$ cat src/rtl/burst_bus_if.sv
// burst_bus_if: SDRAM burst bus shared between the memory controller and one client.
//   clk           - bus clock (input to the interface)
//   cmd           - 1 = write burst, 0 = read burst
//   cmd_en        - command strobe, held until ready
//   addr          - burst address
//   wr_data       - write beat, one per cycle starting with the command cycle
//   data_mask     - per-byte write mask (1 = masked)
//   ready         - controller accepts the command this cycle
//   rd_data       - read beat
//   rd_data_valid - rd_data carries a beat this cycle
interface burst_bus_if #(
    parameter int unsigned DATA_WIDTH = 64,
    parameter int unsigned ADDR_WIDTH = 21
) (
    input logic clk
);
    logic                    cmd;
    logic                    cmd_en;
    logic [ADDR_WIDTH-1:0]   addr;
    logic [DATA_WIDTH-1:0]   wr_data;
    logic [DATA_WIDTH/8-1:0] data_mask;
    logic                    ready;
    logic [DATA_WIDTH-1:0]   rd_data;
    logic                    rd_data_valid;

    modport master (
        input  clk, ready, rd_data, rd_data_valid,
        output cmd, cmd_en, addr, wr_data, data_mask
    );

    modport slave (
        input  clk, cmd, cmd_en, addr, wr_data, data_mask,
        output ready, rd_data, rd_data_valid
    );
endinterface

$ cat src/rtl/burst_memory_tester.sv
// burst_memory_tester: burst-bus self-test master. Writes pattern-filled bursts over
// an address window, reads them back, compares every beat, counts errors and
// captures the first failure.
//   clk, reset          - clock and synchronous active-high reset
//   mem                 - burst bus master port
//   start               - one-cycle pulse, accepted in IDLE or DONE
//   mode                - 0 byte ramp, 1 LFSR, 2 walking one, 3 address tag
//   continuous          - repeat passes until reset
//   stop_on_error       - finish at the end of the burst where an error was seen
//   busy, done, error   - status
//   error_count         - saturating error count
//   pass_count          - completed passes (wraps)
//   first_err_*         - address, beat index, expected and actual data of the first error
// Optional feature: define BURST_MEMORY_TESTER_LFSR_EN to build the LFSR pattern
// generator; without it mode 1 produces the byte ramp of mode 0.
module burst_memory_tester #(
    parameter int unsigned DATA_WIDTH  = 64,
    parameter int unsigned ADDR_WIDTH  = 21,
    parameter int unsigned BURST_WORDS = 4,
    parameter int unsigned ADDR_COUNT  = 256,
    parameter int unsigned ADDR_STEP   = 1,
    parameter int unsigned GAP_CYCLES  = 22,
    parameter int unsigned RD_TIMEOUT  = 64
) (
    input  logic                  clk,
    input  logic                  reset,
    burst_bus_if.master           mem,
    input  logic                  start,
    input  logic [1:0]            mode,
    input  logic                  continuous,
    input  logic                  stop_on_error,
    output logic                  busy,
    output logic                  done,
    output logic                  error,
    output logic [15:0]           error_count,
    output logic [15:0]           pass_count,
    output logic [ADDR_WIDTH-1:0] first_err_addr,
    output logic [7:0]            first_err_word,
    output logic [DATA_WIDTH-1:0] first_err_exp,
    output logic [DATA_WIDTH-1:0] first_err_act
);
    localparam int unsigned          NB        = DATA_WIDTH / 8;
    localparam int unsigned          B_W       = ADDR_WIDTH + 1;
    localparam int unsigned          TMO_W     = $clog2(RD_TIMEOUT + 1);
    localparam logic [7:0]           LAST_BEAT = 8'(BURST_WORDS - 1);
    localparam logic [7:0]           GAP_LAST  = 8'((GAP_CYCLES > 0) ? GAP_CYCLES - 1 : 0);
    localparam logic [TMO_W-1:0]     TMO_LAST  = TMO_W'(RD_TIMEOUT - 1);
    localparam logic [B_W-1:0]       B_LAST    = B_W'(ADDR_COUNT - 1);

    typedef enum logic [3:0] {
        S_IDLE, S_WR_CMD, S_WR_BEATS, S_WR_GAP, S_RD_CMD,
        S_RD_WAIT, S_RD_GAP, S_NEXT, S_DONE
    } state_t;

    state_t                state_q, state_d;
    logic [1:0]            mode_q, mode_d;
    logic                  cont_q, cont_d;
    logic                  soe_q, soe_d;
    logic [ADDR_WIDTH-1:0] addr_q, addr_d;
    logic [B_W-1:0]        b_q, b_d;
    logic [7:0]            beat_q, beat_d;
    logic [7:0]            gap_q, gap_d;
    logic [TMO_W-1:0]      tmo_q, tmo_d;
    logic [15:0]           pass_q, pass_d;
    logic [15:0]           errc_q, errc_d;
    logic                  error_q, error_d;
    logic [ADDR_WIDTH-1:0] fe_addr_q, fe_addr_d;
    logic [7:0]            fe_word_q, fe_word_d;
    logic [DATA_WIDTH-1:0] fe_exp_q, fe_exp_d;
    logic [DATA_WIDTH-1:0] fe_act_q, fe_act_d;
    logic                  busy_q, busy_d;
    logic                  done_q, done_d;

    logic [7:0]            seed;
    logic [DATA_WIDTH-1:0] exp_beat;
    logic                  err_evt;
    logic [7:0]            err_word;
    logic [DATA_WIDTH-1:0] err_exp;
    logic [DATA_WIDTH-1:0] err_act;
    logic                  last_rx;
    state_t                after_wr, after_rd;

    assign seed     = 8'(b_q) + 8'(pass_q);
    assign after_wr = (GAP_CYCLES == 0) ? S_RD_CMD : S_WR_GAP;
    assign after_rd = (GAP_CYCLES == 0) ? S_NEXT : S_RD_GAP;

`ifdef BURST_MEMORY_TESTER_LFSR_EN
    localparam int unsigned  REP       = (DATA_WIDTH + 31) / 32;
    localparam logic [31:0]  LFSR_TAPS = 32'h80200003;
    localparam logic [31:0]  LFSR_INIT = 32'hACE10000;

    logic [31:0]       lfsr_q, lfsr_d;
    logic [REP*32-1:0] lfsr_rep;

    assign lfsr_rep = {REP{lfsr_q}};

    // Reseed on entry to a write command or a read data phase; step once per beat.
    always_comb begin : lfsr_next
        lfsr_d = lfsr_q;
        if ((state_d != state_q) && ((state_d == S_WR_CMD) || (state_d == S_RD_WAIT))) begin
            lfsr_d = LFSR_INIT ^ 32'(addr_d);
        end else if (beat_d == beat_q + 8'd1) begin
            lfsr_d = lfsr_q[0] ? ((lfsr_q >> 1) ^ LFSR_TAPS) : (lfsr_q >> 1);
        end
    end

    always_ff @(posedge clk) begin : lfsr_reg
        if (reset) begin
            lfsr_q <= '0;
        end else begin
            lfsr_q <= lfsr_d;
        end
    end
`endif

    // Expected beat for the current burst and beat index; shared by write and read.
    always_comb begin : exp_gen
        exp_beat = '0;
        case (mode_q)
`ifdef BURST_MEMORY_TESTER_LFSR_EN
            2'd1: exp_beat = lfsr_rep[REP*32-1 -: DATA_WIDTH];
`endif
            2'd2: exp_beat = DATA_WIDTH'(1) << ((32'(seed) + 32'(beat_q)) % DATA_WIDTH);
            2'd3: exp_beat = DATA_WIDTH'({addr_q, beat_q});
            default: begin
                for (int n = 0; n < NB; n++) begin
                    exp_beat[DATA_WIDTH-1-8*n -: 8] = 8'(32'(seed) + 32'(n) + NB * 32'(beat_q));
                end
            end
        endcase
    end

    assign mem.cmd_en    = (state_q == S_WR_CMD) || (state_q == S_RD_CMD);
    assign mem.cmd       = (state_q == S_WR_CMD);
    assign mem.addr      = addr_q;
    assign mem.wr_data   = ((state_q == S_WR_CMD) || (state_q == S_WR_BEATS)) ? exp_beat : '0;
    assign mem.data_mask = '0;

    // Next state, counters, error accounting and first-error capture.
    always_comb begin : fsm_next
        state_d   = state_q;
        mode_d    = mode_q;
        cont_d    = cont_q;
        soe_d     = soe_q;
        addr_d    = addr_q;
        b_d       = b_q;
        beat_d    = beat_q;
        gap_d     = gap_q;
        tmo_d     = tmo_q;
        pass_d    = pass_q;
        errc_d    = errc_q;
        error_d   = error_q;
        fe_addr_d = fe_addr_q;
        fe_word_d = fe_word_q;
        fe_exp_d  = fe_exp_q;
        fe_act_d  = fe_act_q;
        err_evt   = 1'b0;
        err_word  = beat_q;
        err_exp   = exp_beat;
        err_act   = mem.rd_data;
        last_rx   = mem.rd_data_valid && (beat_q == LAST_BEAT);

        case (state_q)
            S_IDLE, S_DONE: begin
                if (start) begin
                    mode_d    = mode;
                    cont_d    = continuous;
                    soe_d     = stop_on_error;
                    addr_d    = '0;
                    b_d       = '0;
                    beat_d    = '0;
                    pass_d    = '0;
                    errc_d    = '0;
                    error_d   = 1'b0;
                    fe_addr_d = '0;
                    fe_word_d = '0;
                    fe_exp_d  = '0;
                    fe_act_d  = '0;
                    state_d   = S_WR_CMD;
                end
            end
            S_WR_CMD: begin
                if (mem.ready) begin
                    beat_d = 8'd1;
                    gap_d  = '0;
                    state_d = (BURST_WORDS == 1) ? after_wr : S_WR_BEATS;
                end
            end
            S_WR_BEATS: begin
                beat_d = beat_q + 8'd1;
                if (beat_q == LAST_BEAT) begin
                    gap_d   = '0;
                    state_d = after_wr;
                end
            end
            S_WR_GAP: begin
                gap_d = gap_q + 8'd1;
                if (gap_q == GAP_LAST) begin
                    state_d = S_RD_CMD;
                end
            end
            S_RD_CMD: begin
                if (mem.ready) begin
                    tmo_d   = '0;
                    beat_d  = '0;
                    state_d = S_RD_WAIT;
                end
            end
            S_RD_WAIT: begin
                tmo_d = tmo_q + TMO_W'(1);
                // A timeout overrides a simultaneous mismatch so only one error is counted.
                if ((tmo_q == TMO_LAST) && !last_rx) begin
                    err_evt  = 1'b1;
                    err_word = 8'hFF;
                    err_act  = mem.rd_data_valid ? mem.rd_data : '0;
                    gap_d    = '0;
                    state_d  = after_rd;
                end else if (mem.rd_data_valid) begin
                    err_evt = (mem.rd_data != exp_beat);
                    beat_d  = beat_q + 8'd1;
                    if (beat_q == LAST_BEAT) begin
                        gap_d   = '0;
                        state_d = after_rd;
                    end
                end
            end
            S_RD_GAP: begin
                gap_d = gap_q + 8'd1;
                if (gap_q == GAP_LAST) begin
                    state_d = S_NEXT;
                end
            end
            S_NEXT: begin
                addr_d  = addr_q + ADDR_WIDTH'(ADDR_STEP);
                b_d     = b_q + B_W'(1);
                beat_d  = '0;
                state_d = S_WR_CMD;
                if (b_q == B_LAST) begin
                    pass_d = pass_q + 16'd1;
                    addr_d = '0;
                    b_d    = '0;
                    if (!cont_q) begin
                        state_d = S_DONE;
                    end
                end
                if (soe_q && error_q) begin
                    state_d = S_DONE;
                end
            end
            default: state_d = S_IDLE;
        endcase

        // Read beats outside a read data phase are spurious; IDLE and a restart are exempt.
        if (mem.rd_data_valid && (state_q != S_RD_WAIT) && (state_q != S_IDLE) &&
            !((state_q == S_DONE) && start)) begin
            err_evt  = 1'b1;
            err_word = 8'hFE;
            err_exp  = '0;
            err_act  = mem.rd_data;
        end

        if (err_evt) begin
            error_d = 1'b1;
            if (errc_q != 16'hFFFF) begin
                errc_d = errc_q + 16'd1;
            end
            if (!error_q) begin
                fe_addr_d = addr_q;
                fe_word_d = err_word;
                fe_exp_d  = err_exp;
                fe_act_d  = err_act;
            end
        end

        busy_d = (state_d != S_IDLE) && (state_d != S_DONE);
        done_d = (state_d == S_DONE);
    end

    always_ff @(posedge clk) begin : regs
        if (reset) begin
            state_q   <= S_IDLE;
            mode_q    <= '0;
            cont_q    <= 1'b0;
            soe_q     <= 1'b0;
            addr_q    <= '0;
            b_q       <= '0;
            beat_q    <= '0;
            gap_q     <= '0;
            tmo_q     <= '0;
            pass_q    <= '0;
            errc_q    <= '0;
            error_q   <= 1'b0;
            fe_addr_q <= '0;
            fe_word_q <= '0;
            fe_exp_q  <= '0;
            fe_act_q  <= '0;
            busy_q    <= 1'b0;
            done_q    <= 1'b0;
        end else begin
            state_q   <= state_d;
            mode_q    <= mode_d;
            cont_q    <= cont_d;
            soe_q     <= soe_d;
            addr_q    <= addr_d;
            b_q       <= b_d;
            beat_q    <= beat_d;
            gap_q     <= gap_d;
            tmo_q     <= tmo_d;
            pass_q    <= pass_d;
            errc_q    <= errc_d;
            error_q   <= error_d;
            fe_addr_q <= fe_addr_d;
            fe_word_q <= fe_word_d;
            fe_exp_q  <= fe_exp_d;
            fe_act_q  <= fe_act_d;
            busy_q    <= busy_d;
            done_q    <= done_d;
        end
    end

    assign busy           = busy_q;
    assign done           = done_q;
    assign error          = error_q;
    assign error_count    = errc_q;
    assign pass_count     = pass_q;
    assign first_err_addr = fe_addr_q;
    assign first_err_word = fe_word_q;
    assign first_err_exp  = fe_exp_q;
    assign first_err_act  = fe_act_q;
endmodule
$ cat src/flat_wrapper.sv
// flat-port wrapper written by rule: the top's interface ports become plain ports
module burst_memory_tester_flat 
#(
    parameter int unsigned DATA_WIDTH  = 64,
    parameter int unsigned ADDR_WIDTH  = 21,
    parameter int unsigned BURST_WORDS = 4,
    parameter int unsigned ADDR_COUNT  = 256,
    parameter int unsigned ADDR_STEP   = 1,
    parameter int unsigned GAP_CYCLES  = 22,
    parameter int unsigned RD_TIMEOUT  = 64
)
  (clk, reset, start, mode, continuous, stop_on_error, busy, done, error, error_count, pass_count, first_err_addr, first_err_word, first_err_exp, first_err_act, mem_ready, mem_rd_data, mem_rd_data_valid, mem_cmd, mem_cmd_en, mem_addr, mem_wr_data, mem_data_mask);
  burst_bus_if #(.DATA_WIDTH(DATA_WIDTH), .ADDR_WIDTH(ADDR_WIDTH)) mem_i (.clk(clk));
  input  logic clk;
  input  logic reset;
  input  logic start;
  input  logic [1:0] mode;
  input  logic continuous;
  input  logic stop_on_error;
  output logic busy;
  output logic done;
  output logic error;
  output logic [15:0] error_count;
  output logic [15:0] pass_count;
  output logic [ADDR_WIDTH-1:0] first_err_addr;
  output logic [7:0] first_err_word;
  output logic [DATA_WIDTH-1:0] first_err_exp;
  output logic [DATA_WIDTH-1:0] first_err_act;
  input wire logic [$bits(mem_i.ready)-1:0] mem_ready;
  input wire logic [$bits(mem_i.rd_data)-1:0] mem_rd_data;
  input wire logic [$bits(mem_i.rd_data_valid)-1:0] mem_rd_data_valid;
  output wire logic [$bits(mem_i.cmd)-1:0] mem_cmd;
  output wire logic [$bits(mem_i.cmd_en)-1:0] mem_cmd_en;
  output wire logic [$bits(mem_i.addr)-1:0] mem_addr;
  output wire logic [$bits(mem_i.wr_data)-1:0] mem_wr_data;
  output wire logic [$bits(mem_i.data_mask)-1:0] mem_data_mask;
  assign mem_i.ready = mem_ready;
  assign mem_i.rd_data = mem_rd_data;
  assign mem_i.rd_data_valid = mem_rd_data_valid;
  assign mem_cmd = mem_i.cmd;
  assign mem_cmd_en = mem_i.cmd_en;
  assign mem_addr = mem_i.addr;
  assign mem_wr_data = mem_i.wr_data;
  assign mem_data_mask = mem_i.data_mask;
  burst_memory_tester #(.DATA_WIDTH(DATA_WIDTH), .ADDR_WIDTH(ADDR_WIDTH), .BURST_WORDS(BURST_WORDS), .ADDR_COUNT(ADDR_COUNT), .ADDR_STEP(ADDR_STEP), .GAP_CYCLES(GAP_CYCLES), .RD_TIMEOUT(RD_TIMEOUT)) u_core (.clk(clk), .reset(reset), .mem(mem_i), .start(start), .mode(mode), .continuous(continuous), .stop_on_error(stop_on_error), .busy(busy), .done(done), .error(error), .error_count(error_count), .pass_count(pass_count), .first_err_addr(first_err_addr), .first_err_word(first_err_word), .first_err_exp(first_err_exp), .first_err_act(first_err_act));
endmodule
$ cat config.mk
export PLATFORM = sky130hd
export DESIGN_NAME = burst_memory_tester_flat
export DESIGN_NICKNAME = d
export VERILOG_FILES = /design/src/rtl/burst_bus_if.sv /design/src/rtl/burst_memory_tester.sv /design/src/flat_wrapper.sv
export SDC_FILE = /design/constraint.sdc
export NUM_CORES = 1
export LEC_CHECK = 0
export BUFFER_PORTS_ARGS = -buffer_cell sky130_fd_sc_hd__buf_2
export CAP_MARGIN = 20
export CORE_MARGIN = 2
export CORE_UTILIZATION = 60
export DETAILED_ROUTE_END_ITERATION = 7
export PLACE_DENSITY = 0.95
export SKIP_LAST_GASP = 1
export SLEW_MARGIN = 20
export SYNTH_ARGS = -nofsm -noshare
export SYNTH_HDL_FRONTEND = slang
export SYNTH_SLANG_ARGS = --single-unit
$ cat constraint.sdc
create_clock -name clk -period 12.33 [get_ports clk]
set_clock_uncertainty 0.15 [all_clocks]
set_input_delay 0.6165 -clock clk [delete_from_list [all_inputs] [get_ports clk]]
set_output_delay 0.6165 -clock clk [all_outputs]
set_load 0.03 [all_outputs]
==> results.cfg <==
[status]
status = finished, final reports clean

[power]
clkPwrFrac = 0.382
leakage_uw = 0.00810
ir_drop_uv = 137
p_seq_frac = 0.404
p_sw_frac = 0.330
netSwitchingPower_uw = 734
power.internal_uw = 1490
combPwrFrac = 0.214
power_density_nw_per_um2 = 116

[placement]
place.port_buffers = 351
place_congestion = 1.08
placed_cell_area_um2 = 18400
hpwl_mm = 54.8
place_ws_ns = 4.96

[worst_setup_path]
cp_slowest_stage_delay_ns = 0.87
r2r_end = u_core.first_err_act[3]
required_ns = 12.55
worst-path-stages = 19
reg2reg_depth = 19
crit_chain = ha_1 -> fa_1 -> a21o_1 -> a21oi_1 -> xnor2_1 -> ha_1 -> and2_1 -> nand3_1 -> o21ai_0 -> or4b_2 -> o2111a_1 -> a211oi_1 -> nand4_1 -> nor3_4 -> a211oi_4 -> buf_4 -> buf_4 -> nand3_1 -> o21ai_0
crit_family = simple AND/OR/NAND/NOR gates
crit_buf_inv = 2
cp-end-kind = flip-flop
cp-start-kind = flip-flop
crit_path_end = u_core.first_err_act[3]
crit-reg2reg-launch = u_core.pass_count[0]
reg2reg_slack_ns = 4.56
critPathMaxFanout = 100
crit_type = reg -> reg
arrival_ns = 8.00
cp_slowest_cell = ha_1
critical_path.startpoint = u_core.pass_count[0]

[drt]
wl_per_cell_um = 27.1
vias_per_cell = 7.13
drc_errors = 0
dr.pass1.iters = 6
wirelength_mm = 75.4
postRouteAntennaNets = 0
first_iter_violations = 3302
vias = 19800

[synth]
synth-seq-cells = 266
synth.area.top_cells = dfxtp_1 32%, nor2_1 5.7%, nand2_1 4.5%
yosys_warnings = 0
synth.most_common_cell = dfxtp_1
synth_cell_types = 99
synth_top_area_share = 0.321
synth_area_leader_cell = dfxtp_1
syn_avg_cell_area_um2 = 7.65
synth_flop_cell = dfxtp_1
syn_inst = 2166
synth-edff-count = 0
seq_area_frac_synth = 0.321
synth_commonest_cells = 266 x dfxtp_1, 250 x nor2_1, 200 x nand2_1, 136 x a21oi_1, 124 x o21ai_0
syn-cell-area_um2 = 16600
async_flop_share = 0

[clock_tree]
cts_resized = 0
root_buffer = clkbuf_16
insertion_delay_ns = 0.57
path_clk_slew_ns = 0.06
numCtsBuffers = 26
postCtsSetupBuffers = 0
clock_sinks = 266
cts_max_level = 1
clk_path_buf_depth = 3
holdBufCountCts = 0
cts_tree = built

[hold_path]
min_path_type = in -> reg

[die]
die_y_um = 170
die-area_um2 = 29000
coreArea_um2 = 27000
die_w_um = 170
io_pins = 360
rows = 60
start_util = 0.613

[timing]
finalSetupTns_ns = 0
setup_slack_ns = 4.56
worstMarginPinSlew_ns = 1.24
period_needed_ns = 7.77
period_share = 0.631
hold_viol_final = 0
fmax_mhz = 129
rsz0062_at_grt = false
relSlewSlack = 0.155
maxSlewViolCount = 0
setup_viol = 0

[global_routing]
overflow = 0
grtUsageMet3 = 0.141
grt_util_met1 = 0.620
grtUsageTotal = 0.496
antenna_found_initial = 3
grt_pass1_vias = 18100
grtUsageMet2 = 0.750
grt_pass1_wl_mm = 109
global_route.peak_usage_layer = met2
grt_max_degree = 101

[final_layout]
final_nets = 2534
layout-drive-gt1-share = 0.193
fin_area_um2 = 19300
syn_to_final_growth_pct = 16.2
fillerInstances = 2064

[flow_run]
maxCapViolCount = 0
## power groups by stage
stage | registers [µW] | clock network (µW) | logic (µW)
final | 900 | 850 | 478
after global routing | 902 | 869 | 490
after CTS | 899 | 837 | 452
after detailed placement | 918 | 0 | 450
after global placement | 917 | 0 | 443
after floorplan | 948 | 0 | 255
## through the flow
step | hold WS [ns] | total power (µW) | instances | util
CTS | 0.154 | 2190 | 2780 | 0.712
global route | 0.171 | 2260 | 2780 | 0.712
detailed placement | 0.291 | 1370 | 2733 | 0.679
floorplan | 0.283 | 1200 | 2173 | -
global placement | 0.284 | 1360 | 2732 | 0.678
finish | 0.146 | 2230 | 2782 | 0.713
## routing by layer
layer / vias up / wire length (µm) / share of wire
met1: 9291 / 27200 / 0.36
met3: 420 / 10500 / 0.14
met4: 2 / 5960 / 0.079
met2: 1732 / 31700 / 0.42
li1: 8402 / - / -
met5: - / 14 / 0.00019
## cells by family (layout without fill, tap and decap cells)
| kind of cell | count (synthesis) | in the layout | synth area share |
|---|---|---|---|
| DFF | 266 | 266 | 0.321 |
| and+or+nand+nor | 887 | 887 | 0.262 |
| other | 1 | 10 | 0.000226 |
| xor gates and xnor gates | 95 | 95 | 0.0557 |
| muxes | 16 | 16 | 0.0103 |
| buffers and inverters | 223 | 489 | 0.0564 |
| AOI/OAI and AO/OA | 637 | 637 | 0.261 |
| adders and majority gates | 41 | 41 | 0.0328 |
## registers in the layout, summed over array words and instances (netlist names), 4 cells and up
| register | flops |
|---|---|
| u_core.pass_count | 16 |
| u_core.first_err_act | 64 |
| u_core.gap_q | 8 |
| u_core.first_err_addr | 21 |
| u_core.first_err_exp | 64 |
| u_core.mem.addr | 21 |
| u_core.error_count | 16 |
| u_core.b_q | 22 |
| u_core.beat_q | 8 |
| u_core.first_err_word | 8 |
| u_core.tmo_q | 7 |
| u_core.state_q | 4 |
## worst reg2reg max path, cell delays in order (launching register included)
cell and delay, ns:
dfxtp_1 0.36, ha_1 0.26, fa_1 0.44, a21o_1 0.19
a21oi_1 0.21, xnor2_1 0.22, ha_1 0.87, and2_1 0.30
nand3_1 0.12, o21ai_0 0.75, or4b_2 0.65, o2111a_1 0.16
a211oi_1 0.58, nand4_1 0.53, nor3_4 0.43, a211oi_4 0.13
buf_4 0.34, buf_4 0.48, nand3_1 0.27, o21ai_0 0.16
## layout make-up
class | instances | area (µm²) | area share
antenna | 2 | 5.00 | 0.000260
clock buffer | 39 | 771 | 0.0400
clock inverter | 8 | 115 | 0.00598
inverter | 59 | 221 | 0.0115
multi-input combinational | 1684 | 10400 | 0.539
sequential | 266 | 5330 | 0.277
tap | 341 | 427 | 0.0222
timing repair buffer | 383 | 2010 | 0.104
## layout by cell type, fill, tap and decap left out, types with 13 or more instances in the layout
cell type    n
buf_4       32
dfxtp_1    265
inv_1       57
o22ai_1     29
nand4_1     16
o21ai_1     29
o2bb2ai_1   36
and2_1      20
a311oi_1    17
buf_2      350
and3_1      50
nor2_1     247
nand2b_1    21
a21oi_1    136
o21ai_0    123
nand3b_1    34
nor3_1      62
xnor2_1     56
nand2_1    200
nor4_1      28
clkbuf_16   27
a211oi_1    23
nand3_1    115
a31oi_1     37
a21o_1      13
a22o_1      27
a22oi_1     18
nor2b_1     28
ha_1        37
xor2_1      32
## worst min-delay path by stage
stage               slack [ns]                startpoint  cells after the start                       end
floorplan                 0.28             u_core.cont_q                      2             u_core.cont_q
global placement          0.28  u_core.first_err_exp[25]                      2  u_core.first_err_exp[25]
detailed placement        0.29  u_core.first_err_act[45]                      2  u_core.first_err_act[45]
CTS                       0.15                continuous                      3             u_core.cont_q
global route              0.17                   mode[0]                      3          u_core.mode_q[0]
finish                    0.15                continuous                      3             u_core.cont_q
Power figures use the tool's default switching activity.
